### src/rtl/store_align_buffer_if.sv
// Store request / data-memory drain bundle for store_align_buffer.
// slave: buffer side; master: MEM stage and data memory side.
interface store_align_buffer_if;
    // MEM-stage store request
    logic        st_valid;
    logic        st_ready;
    logic [1:0]  st_size;
    logic [31:0] st_addr;
    logic [31:0] st_data;
    logic        st_err;
    // data-memory write port
    logic        mem_req;
    logic        mem_ack;
    logic [31:0] mem_addr;
    logic [31:0] mem_wdata;
    logic [3:0]  mem_wstrb;
    // ordering status
    logic        empty;

    modport master (
        output st_valid, st_size, st_addr, st_data, mem_ack,
        input  st_ready, st_err, mem_req, mem_addr,
        input  mem_wdata, mem_wstrb, empty
    );

    modport slave (
        input  st_valid, st_size, st_addr, st_data, mem_ack,
        output st_ready, st_err, mem_req, mem_addr,
        output mem_wdata, mem_wstrb, empty
    );
endinterface

### src/rtl/store_align_buffer.sv
// Store align buffer: lane-aligns SB/SH/SW with strobes, queues them in a
// DEPTH-entry FIFO and drains over mem_req/mem_ack. Ports: clk, rst, bus(slave).
module store_align_buffer #(
    parameter int DEPTH = 2
) (
    input logic               clk,
    input logic               rst,
    store_align_buffer_if.slave bus
);
    localparam int PW = $clog2(DEPTH);
    localparam logic [PW:0] FULL_CNT = (PW+1)'(DEPTH);

    typedef struct packed {
        logic [29:0] waddr;
        logic [31:0] wdata;
        logic [3:0]  wstrb;
    } entry_t;

    entry_t        fifo_q [DEPTH];
    logic [PW-1:0] wr_ptr;
    logic [PW-1:0] rd_ptr;
    logic [PW:0]   count;
    logic          err_q;

    logic   full;
    logic   nonempty;
    logic   accept;
    logic   illegal;
    logic   push;
    logic   pop;
    entry_t new_e;
    entry_t head;

    assign full     = (count == FULL_CNT);
    assign nonempty = (count != '0);
    // Acceptance looks only at the registered count: a retire in the
    // same cycle does not free a slot until the next cycle.
    assign accept   = bus.st_valid && !full;
    assign push     = accept && !illegal;
    assign pop      = nonempty && bus.mem_ack;

    always_comb begin
        illegal = 1'b0;
        unique case (bus.st_size)
            2'b00:   illegal = 1'b0;
            2'b01:   illegal = bus.st_addr[0];
            2'b10:   illegal = |bus.st_addr[1:0];
            default: illegal = 1'b1;
        endcase
    end

    // Replicate the low bytes into every lane; the strobe picks the lane.
    always_comb begin
        new_e.waddr = bus.st_addr[31:2];
        new_e.wdata = bus.st_data;
        new_e.wstrb = 4'b1111;
        unique case (bus.st_size)
            2'b00: begin
                new_e.wdata = {4{bus.st_data[7:0]}};
                new_e.wstrb = 4'b0001 << bus.st_addr[1:0];
            end
            2'b01: begin
                new_e.wdata = {2{bus.st_data[15:0]}};
                new_e.wstrb = bus.st_addr[1] ? 4'b1100 : 4'b0011;
            end
            default: begin
                new_e.wdata = bus.st_data;
                new_e.wstrb = 4'b1111;
            end
        endcase
    end

    always_ff @(posedge clk or posedge rst) begin
        if (rst) begin
            for (int i = 0; i < DEPTH; i++) begin
                fifo_q[i] <= '0;
            end
        end else if (push) begin
            fifo_q[wr_ptr] <= new_e;
        end
    end

    always_ff @(posedge clk or posedge rst) begin
        if (rst) begin
            wr_ptr <= '0;
            rd_ptr <= '0;
            count  <= '0;
            err_q  <= 1'b0;
        end else begin
            if (push) begin
                wr_ptr <= wr_ptr + 1'b1;
            end
            if (pop) begin
                rd_ptr <= rd_ptr + 1'b1;
            end
            case ({push, pop})
                2'b10:   count <= count + 1'b1;
                2'b01:   count <= count - 1'b1;
                default: count <= count;
            endcase
            err_q <= accept && illegal;
        end
    end

    assign head = fifo_q[rd_ptr];

    // Outputs are forced to zero while empty so a stale slot never shows.
    assign bus.st_ready  = !full;
    assign bus.st_err    = err_q;
    assign bus.mem_req   = nonempty;
    assign bus.empty     = !nonempty;
    assign bus.mem_addr  = nonempty ? {head.waddr, 2'b00} : '0;
    assign bus.mem_wdata = nonempty ? head.wdata : '0;
    assign bus.mem_wstrb = nonempty ? head.wstrb : '0;
endmodule
### src/flat_wrapper.sv
// flat-port wrapper written by rule: the top's interface ports become plain ports
module store_align_buffer_flat 
#(
    parameter int DEPTH = 2
)
  (clk, rst, bus_st_valid, bus_st_size, bus_st_addr, bus_st_data, bus_mem_ack, bus_st_ready, bus_st_err, bus_mem_req, bus_mem_addr, bus_mem_wdata, bus_mem_wstrb, bus_empty);
  store_align_buffer_if bus_i ();
  input logic clk;
  input logic rst;
  input wire logic [$bits(bus_i.st_valid)-1:0] bus_st_valid;
  input wire logic [$bits(bus_i.st_size)-1:0] bus_st_size;
  input wire logic [$bits(bus_i.st_addr)-1:0] bus_st_addr;
  input wire logic [$bits(bus_i.st_data)-1:0] bus_st_data;
  input wire logic [$bits(bus_i.mem_ack)-1:0] bus_mem_ack;
  output wire logic [$bits(bus_i.st_ready)-1:0] bus_st_ready;
  output wire logic [$bits(bus_i.st_err)-1:0] bus_st_err;
  output wire logic [$bits(bus_i.mem_req)-1:0] bus_mem_req;
  output wire logic [$bits(bus_i.mem_addr)-1:0] bus_mem_addr;
  output wire logic [$bits(bus_i.mem_wdata)-1:0] bus_mem_wdata;
  output wire logic [$bits(bus_i.mem_wstrb)-1:0] bus_mem_wstrb;
  output wire logic [$bits(bus_i.empty)-1:0] bus_empty;
  assign bus_i.st_valid = bus_st_valid;
  assign bus_i.st_size = bus_st_size;
  assign bus_i.st_addr = bus_st_addr;
  assign bus_i.st_data = bus_st_data;
  assign bus_i.mem_ack = bus_mem_ack;
  assign bus_st_ready = bus_i.st_ready;
  assign bus_st_err = bus_i.st_err;
  assign bus_mem_req = bus_i.mem_req;
  assign bus_mem_addr = bus_i.mem_addr;
  assign bus_mem_wdata = bus_i.mem_wdata;
  assign bus_mem_wstrb = bus_i.mem_wstrb;
  assign bus_empty = bus_i.empty;
  store_align_buffer #(.DEPTH(DEPTH)) u_core (.clk(clk), .rst(rst), .bus(bus_i));
endmodule
### config.mk
export PLATFORM = sky130hd
export DESIGN_NAME = store_align_buffer_flat
export DESIGN_NICKNAME = d
export VERILOG_FILES = /design/src/rtl/store_align_buffer_if.sv /design/src/rtl/store_align_buffer.sv /design/src/flat_wrapper.sv
export SDC_FILE = /design/constraint.sdc
export NUM_CORES = 1
export LEC_CHECK = 0
export CELL_PAD_IN_SITES_DETAIL_PLACEMENT = 2
export CELL_PAD_IN_SITES_GLOBAL_PLACEMENT = 2
export CORE_ASPECT_RATIO = 0.75
export CORE_MARGIN = 2
export CORE_UTILIZATION = 35
export CTS_CLUSTER_DIAMETER = 50
export DETAILED_ROUTE_END_ITERATION = 8
export PLACE_DENSITY = 0.91
export SLEW_MARGIN = 20
export SYNTH_ARGS = -nofsm -noshare
export SYNTH_HDL_FRONTEND = slang
export SYNTH_SLANG_ARGS = --single-unit
### constraint.sdc
create_clock -name clk -period 5.24 [get_ports clk]
set_input_delay 1.048 -clock clk [delete_from_list [all_inputs] [get_ports clk]]
set_output_delay 1.048 -clock clk [all_outputs]
set_load 0.01 [all_outputs]
==> reports/results.ini, run 1 <==
[floorplanning]
core_mm2 = 0.01932
pin_count = 142
die_w_um = 165.9
die_area_mm2 = 0.02081
die_y_um = 125.4
rows = 44
initial_core_util_pct = 35.62

[synthesis]
synth_most_common_cell = dfrtp_1
synth_area_mm2 = 0.006883
syn_inst = 505
synth_edf_count = 0
async_flop_share_pct = 100.0
synth-seq-cells = 137
synth_top_cell_by_area = dfrtp_1
ys_types = 29
synth_seq_area_share_pct = 49.81
synth_commonest_cells = 137 x dfrtp_1, 80 x mux2_4, 74 x mux2i_1
synthTopCellsByArea = dfrtp_1 50%, mux2_4 17%, mux2_2 11%
yosysWarnings = 0
synth_top_area_share_pct = 49.81
synth_ff_type = dfrtp_1
syn_area_per_cell_um2 = 13.63

[layout]
n_fill_cell = 1882
fin_nets = 709
synthToLayoutAreaGrowth_pct = 32.23
utilization_pct = 47.10
drive_above_1_share_pct = 30.41

[timing]
hold_ws_ns = 0.5047
worst_pin_slew_ns = 0.9762
drv_slew = 0
setup_violations = 0
rsz0062_at_grt = false
fin_setup_tns_ns = 0
period_minus_slack_ns = 3.897
fin_crit_sh_pct = 74.36
skew_ns = 0.009996
hold_viol = 0
timing.final.ws_setup_ns = 1.344
max-slew-margin-rel_pct = 34.92
fmax_ghz = 0.2566

[clock_tree]
cts.sinks = 137
clock_path_buffers = 2
postCtsSetupRepairBufs = 0
cts_tree = built
root_buffer = clkbuf_16
cts.repair.resized = 0
worstSkewPairLatency_ns = 0.43
path_clk_slew_ns = 0.06
h-tree-depth = 4
cts_hold_buf = 0
cts_made_buffers = 17

[pwr]
power.leakage_nw = 4.242
swShare_pct = 33.97
combPwrFrac_pct = 47.3
p_int_w = 0.004110
ir_drop_v = 0.0002603
power_per_cell_area_mw_per_mm2 = 683.9
p_sw_w = 0.002114
power.share.sequential_pct = 32.4
p_clk_share_pct = 20.3

[placement]
dp_slack_ns = 1.483
gp_congestion = 0.7544
io_buffers = 139
hpwl_mm = 13.74

[critical_path]
cp-start-kind = flip-flop
cp.required_ns = 4.19
crit_type = flip-flop to primary output
cpPeakStageDelay_ns = 0.52
end_kind = primary output
slowest_stage = buf_4
cp.arrival_ns = 2.85
crit_path_max_fanout = 37
path_cells = or2_2, inv_2, buf_4, nor2_1, clkdlybuf4s50_1

[drt]
num_vias = 4488
drtPass1Iterations = 4
wl_per_cell_um = 22.28
drc = 0
detail_route.wirelength_mm = 20.17
antenna_left = 0
viasPerCell = 4.959
drtIter0Drc = 207

[global_route]
track_usage_pct = 20.37
gr-total-overflow = 0
antenna_found_initial = 1
grt_pass1_wl_mm = 32.54
grt_pass1_vias = 5376
grt_max_degree = 109

[outcome]
status = finished, final reports clean

[run]
drv_cap = 0

[min_path]
hold_path.class = flip-flop to flip-flop

==> flip-flops by register name, indices dropped and copies added (netlist names) <==
signal / count
u_core.fifo_q: 132
u_core.count: 2
u_core.bus.st_err: 1
u_core.rd_ptr: 1
u_core.wr_ptr: 1
==> layer usage <==
layer | vias to the layer above | share of wire (%) | wire length (um) | global-route usage [%]
met5 | - | 0 | 0 | 0
met4 | 0 | 1.3 | 269 | 5.729
met3 | 19 | 3.3 | 675 | 4.210
met2 | 87 | 51 | 10270 | 35.71
met1 | 2356 | 44 | 8949 | 25.60
li1 | 2026 | - | - | -
==> placed cells by master (no fill, tap or decap) <==
cell type	n
bufinv_16	3
clkinvlp_4	3
clkdlybuf4s50_1	139
clkbuf_16	17
dfrtp_4	1
mux2_2	68
a21oi_2	1
clkbuf_8	2
o21ai_0	8
clkinv_2	2
nand2_1	9
dfrtp_1	136
o2111ai_4	2
nor2_1	68
o211ai_1	1
nor3_1	1
xor2_1	2
clkinv_4	2
mux2_4	80
ha_1	1
mux2i_1	74
inv_1	2
inv_6	4
diode_2	1
or2_2	1
nor3_4	1
nor2_2	1
o21bai_1	4
xnor2_1	3
conb_1	2
nand2b_1	1
buf_4	9
and2_1	1
nor2b_1	1
inv_2	1
==> power by group through the flow <==
stage | Clock [W] | Sequential, W | Combinational, W
floorplan | 0 | 0.00181 | 0.00180
finish | 0.00126 | 0.00202 | 0.00294
CTS | 0.00129 | 0.00202 | 0.00300
global route | 0.00134 | 0.00209 | 0.00317
detailed placement | 0 | 0.00202 | 0.00295
global placement | 0 | 0.00194 | 0.00283
==> critical path, delay by kind of cell (launching register included) <==
family | cells | cell delay [ns]
flops | 1 | 0.42
simple gates | 2 | 0.48
buf+inv | 3 | 1.50
==> cell families (layout without fill, tap and decap cells) <==
logic type / Yosys count / count (layout) / synth area share (%)
muxes: 222 / 222 / 39.34
other: 1 / 3 / 0.05448
AOI/OAI and AO/OA: 16 / 16 / 1.600
DFF: 137 / 137 / 49.81
and+or+nand+nor: 84 / 84 / 4.963
adders and majority gates: 1 / 1 / 0.1818
xor gates and xnor gates: 5 / 5 / 0.6364
buffers and inverters: 39 / 184 / 3.418
==> layout make-up <==
type / instances / area [um2] / area share (%)
diodes: 1 / 2.502 / 0.02750
clock buffers: 19 / 452.9 / 4.977
clock inverters: 13 / 166.4 / 1.828
inverters: 4 / 20.02 / 0.2200
multi-input cells: 330 / 3252 / 35.73
flip-flops and latches: 137 / 3432 / 37.71
well taps: 253 / 316.6 / 3.478
repair buffers: 148 / 1459 / 16.03
==> stage by stage <==
| stage | total power (W) | instances | instance area, um2 |
|---|---|---|---|
| 2_1_floorplan | 0.003607 | 506 | 6887 |
| 3_3_place_gp | 0.004776 | 872 | 8479 |
| 3_5_place_dp | 0.004968 | 872 | 8479 |
| 4_1_cts | 0.006309 | 904 | 9099 |
| 5_1_grt | 0.006592 | 904 | 9099 |
| 6_report | 0.006224 | 905 | 9101 |
==> path summary, 6_finish.rpt <==
check / startpoint / end / slack (ns) / cells past startpoint
worst max-delay path: u_core.count[0] / bus_mem_wstrb[2] / 1.34 / 5
worst min-delay path: u_core.count[1] / u_core.count[1] / 0.50 / 1
worst max register to register: u_core.count[0] / u_core.fifo_q[100] / 3.13 / 4
worst min register to register: u_core.count[1] / u_core.count[1] / 0.50 / 1
max in group asynchronous: rst / u_core.fifo_q[109] / 3.03 / 3
min in group asynchronous: rst / u_core.fifo_q[73] / 1.22 / 2
(Power assumes the default switching activity.)
==> run 2: changes to the inputs <==
--- a/config.mk
+++ b/config.mk
@@ -9,10 +9,10 @@
 export CELL_PAD_IN_SITES_GLOBAL_PLACEMENT = 2
 export CORE_ASPECT_RATIO = 0.75
 export CORE_MARGIN = 2
-export CORE_UTILIZATION = 35
+export CORE_UTILIZATION = 32
 export CTS_CLUSTER_DIAMETER = 50
 export DETAILED_ROUTE_END_ITERATION = 8
-export PLACE_DENSITY = 0.91
+export PLACE_DENSITY = 0.88
 export SLEW_MARGIN = 20
 export SYNTH_ARGS = -nofsm -noshare
 export SYNTH_HDL_FRONTEND = slang
==> constraint.sdc (replaced) <==
create_clock -name clk -period 3.2 [get_ports clk]
set_input_delay 0.64 -clock clk [delete_from_list [all_inputs] [get_ports clk]]
set_output_delay 0.64 -clock clk [all_outputs]
set_load 0.01 [all_outputs]
==> run 2 against run 1 <==
- hold slack got worse by 0.021 ns
- utilization is 3.3 points lower
- clock power up 63%
- final cell count up 4.6%
- flip-flop and latch count is the same
- combinational power up 70%
- via count increased by 0.16%
- critical path type unchanged
- largest power group unchanged
==> reports/results.ini, run 2 (synthesis results as in run 1) <==
[global_route]
grt_pass1_wl_mm = 32.84  ; +0.93%
grt_pass1_vias = 5413  ; +0.69%
gr-total-overflow = 0  ; unchanged
track_usage_pct = 19.04  ; -1.3 points
antenna_found_initial = 0  ; -1
grt_max_degree = 71  ; -35%

[timing]
fin_setup_tns_ns = 0  ; unchanged
setup_violations = 0  ; unchanged
fmax_ghz = 0.3313
drv_slew = 0  ; unchanged
hold_viol = 0  ; unchanged
fin_crit_sh_pct = 94.33
worst_pin_slew_ns = 0.5563  ; -0.4200 ns
max-slew-margin-rel_pct = 62.92  ; +28 points
period_minus_slack_ns = 3.019
rsz0062_at_grt = false
timing.final.ws_setup_ns = 0.1813  ; -1.162 ns
skew_ns = 0.006812  ; -0.003184 ns

[layout]
final_common_cell = clkdlybuf4s50_1
final_cell_mix = 139 x clkdlybuf4s50_1, 136 x dfrtp_1, 80 x mux2_4
largest_registers = u_core.fifo_q x132, u_core.count x2
largest_reg_flops = 132  ; unchanged
fin_nets = 717  ; +1.1%
n_fill_cell = 2077  ; +10%
drive_above_1_share_pct = 31.00  ; +0.59 points
synthToLayoutAreaGrowth_pct = 34.27
multi_input_area_mm2 = 0.003252  ; unchanged
seqCellArea_mm2 = 0.003432  ; unchanged
largest-register = u_core.fifo_q
final_area_mm2 = 0.009241  ; +1.5%

[min_path]
hold_path.class = primary input to asynchronous set/reset pin

[drt]
drtPass1Iterations = 4  ; unchanged
drc = 0  ; unchanged
wl_per_cell_um = 22.18  ; -0.45%
drtIter0Drc = 118  ; -43%
detail_route.wirelength_mm = 21.01  ; +4.2%
viasPerCell = 4.747  ; -4.3%
num_vias = 4495  ; +0.16%
antenna_left = 0  ; unchanged

[placement]
hpwl_mm = 14.30  ; +4.1%
dp_slack_ns = 0.4595  ; -1.024 ns
placed_cell_area_mm2 = 0.008612  ; +1.6%
gp_congestion = 0.7934  ; +5.2%
io_buffers = 139  ; unchanged

[floorplanning]
die_area_mm2 = 0.02271  ; +9.1%
core_mm2 = 0.02112  ; +9.3%
die_y_um = 131.0  ; +4.4%
die_w_um = 173.3  ; +4.5%
rows = 46  ; +4.5%
initial_core_util_pct = 32.59  ; -3.0 points
pin_count = 142  ; unchanged

[outcome]
status = finished, final reports clean

[critical_path]
cp-start-kind = flip-flop
crit_type = flip-flop to primary output
end_kind = primary output
cp.arrival_ns = 2.38  ; -0.47 ns
crit_path_max_fanout = 20  ; -46%
cp.required_ns = 2.56  ; -1.63 ns

[pwr]
power.leakage_nw = 4.298  ; +1.3%
ir_drop_v = 0.0004421  ; +70%
power_per_cell_area_mw_per_mm2 = 1113  ; +63%

[clock_tree]
cts_tree = built
root_buffer = clkbuf_16
h-tree-depth = 4  ; unchanged
clock_path_buffers = 2  ; unchanged
worstSkewPairLatency_ns = 0.43  ; about the same
cts.sinks = 137  ; unchanged
path_clk_slew_ns = 0.06  ; about the same
cts_made_buffers = 17  ; unchanged

[run]
drv_cap = 0  ; unchanged

run 2: layer usage:
metal	wire length, um	track usage, %	vias to the layer above	share of wire [%]
met2	10380	32.94	91	49
met1	9607	23.93	2346	46
met4	315	5.683	0	1.5
met5	0	0	-	0
met3	703	4.572	23	3.3
li1	-	-	2035	-
run 2: area by class of cell:
type	instances	share of cell area, %
inverters	4	0.2302
diodes	1	0.02708
well taps	288	3.899
multi-input cells	330	35.19
flip-flops and latches	137	37.14
repair buffers	156	16.98
clock buffers	20	4.942
clock inverters	11	1.598
run 2: repair_timing:
item,4_1_cts,5_1_grt
gates resized for setup,1,0
setup endpoints to repair,4,6
hold buffers,0,0
buffers inserted,0,1
run 2: per-stage QoR:
| step | std cells | utilization, % | total power, W | hold slack, ns |
|---|---|---|---|---|
| global placement | 914 | 40.77 | 0.007888 | 0.4720 |
| finish | 947 | 43.75 | 0.01028 | 0.4834 |
| detailed placement | 914 | 40.77 | 0.008216 | 0.4954 |
| global route | 946 | 43.74 | 0.01088 | 0.4705 |
| floorplan | 506 | - | 0.005907 | 0.4566 |
| CTS | 945 | 43.64 | 0.01038 | 0.4699 |
run 2: critical path, stage by stage (launching register included):
cell and delay (ns):
dfrtp_1 0.41, or2_2 0.35, inv_4 0.26, buf_4 0.31
nor2_1 0.10, clkdlybuf4s50_1 0.52
run 2: final timing paths:
path	to	slack, ns	start	depth (start not counted)
setup / recovery	bus_mem_wstrb[0]	0.18	u_core.count[1]	5
hold / removal	u_core.fifo_q[3]	0.48	rst	2
setup reg to reg	u_core.fifo_q[109]	1.32	u_core.count[0]	4
hold reg to reg	u_core.fifo_q[103]	0.51	u_core.fifo_q[103]	1
max in group asynchronous	u_core.rd_ptr	1.91	rst	3
min in group clk	u_core.fifo_q[103]	0.51	u_core.fifo_q[103]	1
run 2: power by group:
part	internal (W)	total [W]	switching [W]
Sequential	0.00262	0.00324	0.000625
Clock	0.00126	0.00205	0.000789
Combinational	0.00291	0.00499	0.00208
Total	0.00679	0.0103	0.00349
==> run 3: changes to the inputs <==
--- a/config.mk
+++ b/config.mk
@@ -8,7 +8,6 @@
 export CELL_PAD_IN_SITES_DETAIL_PLACEMENT = 2
 export CELL_PAD_IN_SITES_GLOBAL_PLACEMENT = 2
 export CORE_ASPECT_RATIO = 0.75
-export CORE_MARGIN = 2
 export CORE_UTILIZATION = 32
 export CTS_CLUSTER_DIAMETER = 50
 export DETAILED_ROUTE_END_ITERATION = 8
==> run 3 against run 2 <==
- flip-flop and latch count is the same
- critical path depth shrank 1
- worst setup slack lost 0.046 ns
- non-clock buffer count grew 2
- clock-buffer cell count grew 2
- register-to-register slack is essentially flat
- sequential share of layout area shrank 0.39 points
- first-iteration DRC count grew 71%
- combinational power shrank 2%
- utilization grew 0.46 points
==> reports/results.ini, run 3 (synthesis results as in run 1) <==
[outcome]
status = finished, final reports clean

[global_route]
met2_usage_pct = 32.59  ; -0.35 points
antenna_found_initial = 0  ; unchanged
track_usage_pct = 19.04  ; about the same
gr-total-overflow = 0  ; unchanged
grt_busiest_layer = met2
use_met1_pct = 24.36  ; +0.43 points
grt_pass1_wl_mm = 31.24  ; -4.9%
grt_max_degree = 79  ; +11%
grt_pass1_vias = 5299  ; -2.1%
grt_use_met3_pct = 4.154  ; -0.42 points

[pwr]
p_sw_w = 0.003438  ; -1.6%
p_total_w = 0.01033  ; +0.41%
power_per_cell_area_mw_per_mm2 = 1106  ; -0.64%
power.leakage_nw = 4.335  ; +0.87%
combPwrFrac_pct = 47.6  ; -0.9 points
power.share.sequential_pct = 31.7  ; +0.2 points
swShare_pct = 33.29  ; -0.67 points
p_clk_share_pct = 20.7  ; +0.7 points
ir_drop_v = 0.0004636  ; +4.9%
p_int_w = 0.006888  ; +1.4%

[drt]
drtPass1Iterations = 4  ; unchanged
antenna_left = 0  ; unchanged
drtIter0Drc = 202  ; +71%
drc = 0  ; unchanged
viasPerCell = 4.744  ; about the same
num_vias = 4502  ; +0.16%
wl_per_cell_um = 21.00  ; -5.3%
detail_route.wirelength_mm = 19.93  ; -5.1%

[layout]
seqCellArea_mm2 = 0.003432  ; unchanged
final_common_cell = clkdlybuf4s50_1
drive_above_1_share_pct = 31.01  ; about the same
final_area_mm2 = 0.009339  ; +1.1%
synthToLayoutAreaGrowth_pct = 35.68
largest_reg_flops = 132  ; unchanged
largest-register = u_core.fifo_q
fin_nets = 719  ; +0.28%
final_cell_mix = 139 x clkdlybuf4s50_1, 136 x dfrtp_1, 80 x mux2_4
n_fill_cell = 2104  ; +1.3%
antenna_cells = 0  ; -1
utilization_pct = 44.21  ; +0.46 points
multi_input_area_mm2 = 0.003252  ; unchanged
largest_registers = u_core.fifo_q x132, u_core.count x2

[clock_tree]
clock_path_buffers = 2  ; unchanged
cts_hold_buf = 0  ; unchanged
cts.sinks = 137  ; unchanged
cts.repair.resized = 0  ; -1
cts_tree = built
root_buffer = clkbuf_16
postCtsSetupRepairBufs = 0  ; unchanged
worstSkewPairLatency_ns = 0.42  ; about the same
h-tree-depth = 4  ; unchanged
path_clk_slew_ns = 0.06  ; about the same
cts_made_buffers = 17  ; unchanged

[floorplanning]
die_w_um = 171.3  ; -1.2%
initial_core_util_pct = 32.59  ; unchanged
pin_count = 142  ; unchanged
die_area_mm2 = 0.02211  ; -2.7%
core_mm2 = 0.02112  ; unchanged
rows = 46  ; unchanged
die_y_um = 129.0  ; -1.5%

[placement]
gp_congestion = 0.7874  ; -0.76%
hpwl_mm = 14.17  ; -0.93%
placed_cell_area_mm2 = 0.008710  ; +1.1%
io_buffers = 139  ; unchanged

[timing]
fin_crit_sh_pct = 95.78  ; +1.4 points
hold_viol = 0  ; unchanged
period_minus_slack_ns = 3.065  ; +0.04617 ns
fmax_ghz = 0.3263  ; -1.5%
fin_setup_tns_ns = 0  ; unchanged
drv_slew = 0  ; unchanged
worst_pin_slew_ns = 0.5969  ; +0.04063 ns
max-slew-margin-rel_pct = 60.19  ; -2.7 points
skew_ns = 0.005804  ; -0.001009 ns
rsz0062_at_grt = false
setup_violations = 0  ; unchanged
hold_ws_ns = 0.4954  ; +0.01207 ns

[critical_path]
cpPeakStageDelay_ns = 0.77  ; +0.25 ns
slowest_stage = dfrtp_4
cp.arrival_ns = 2.42  ; +0.04 ns
path_buf_inv = 2  ; -1
cp-start-kind = flip-flop
path_delay_family = buffers and inverters
crit_type = flip-flop to primary output
path_cells = buf_12, mux2i_1, nor2_1, clkdlybuf4s50_1
r2r_slack_ns = 1.32  ; about the same
crit_path_max_fanout = 29  ; +45%
cp.required_ns = 2.56  ; about the same
end_kind = primary output

[run]
drv_cap = 0  ; unchanged

[min_path]
hold_path.class = flip-flop to flip-flop

==> run 3: cell count changes in the layout (fill, tap and decap cells not counted) <==
cell and change:
clkinv_4 -4, diode_2 -1, buf_4 -3, bufinv_16 +1
clkinvlp_4 +2, clkbuf_1 +2, inv_6 +2, inv_2 +1
inv_4 -1, clkinv_2 -2, buf_12 +5
==> run 3: path summary, 6_finish.rpt <==
check,start,end,depth (start not counted)
min in group asynchronous,rst,u_core.fifo_q[110],2
hold / removal,u_core.count[1],u_core.count[1],1
max in group asynchronous,rst,u_core.fifo_q[113],3
setup reg to reg,u_core.count[0],u_core.fifo_q[22],4
setup / recovery,u_core.rd_ptr,bus_mem_wdata[0],4
hold reg to reg,u_core.count[1],u_core.count[1],1
==> run 3: stage by stage <==
stage	instances	worst slack (ns)
after floorplan	506	0.8529
after global placement	917	0.5268
after detailed placement	917	0.4586
after CTS	949	0.1014
after global routing	949	0.04014
final	949	0.1351
==> run 3: area by class of cell <==
cell class / count / share of cell area, %
clock inverter: 10 / 1.768
sequential: 137 / 36.75
timing repair buffer: 158 / 17.63
tap: 288 / 3.859
multi-input combinational: 330 / 34.82
clock buffer: 22 / 4.971
inverter: 4 / 0.2010
==> run 3: layer usage <==
metal / share of wire [%] / routed length [um]
met2: 51 / 10080
met4: 1.1 / 227
met5: 0 / 0
met1: 45 / 9010
met3: 3.1 / 611
==> run 3: power groups by stage <==
stage | combinational [W] | clock (W) | sequential [W]
6_report | 0.00491 | 0.00214 | 0.00328
5_1_grt | 0.00526 | 0.00225 | 0.00337
4_1_cts | 0.00500 | 0.00218 | 0.00329
3_5_place_dp | 0.00495 | 0 | 0.00328
3_3_place_gp | 0.00475 | 0 | 0.00317
2_1_floorplan | 0.00295 | 0 | 0.00296
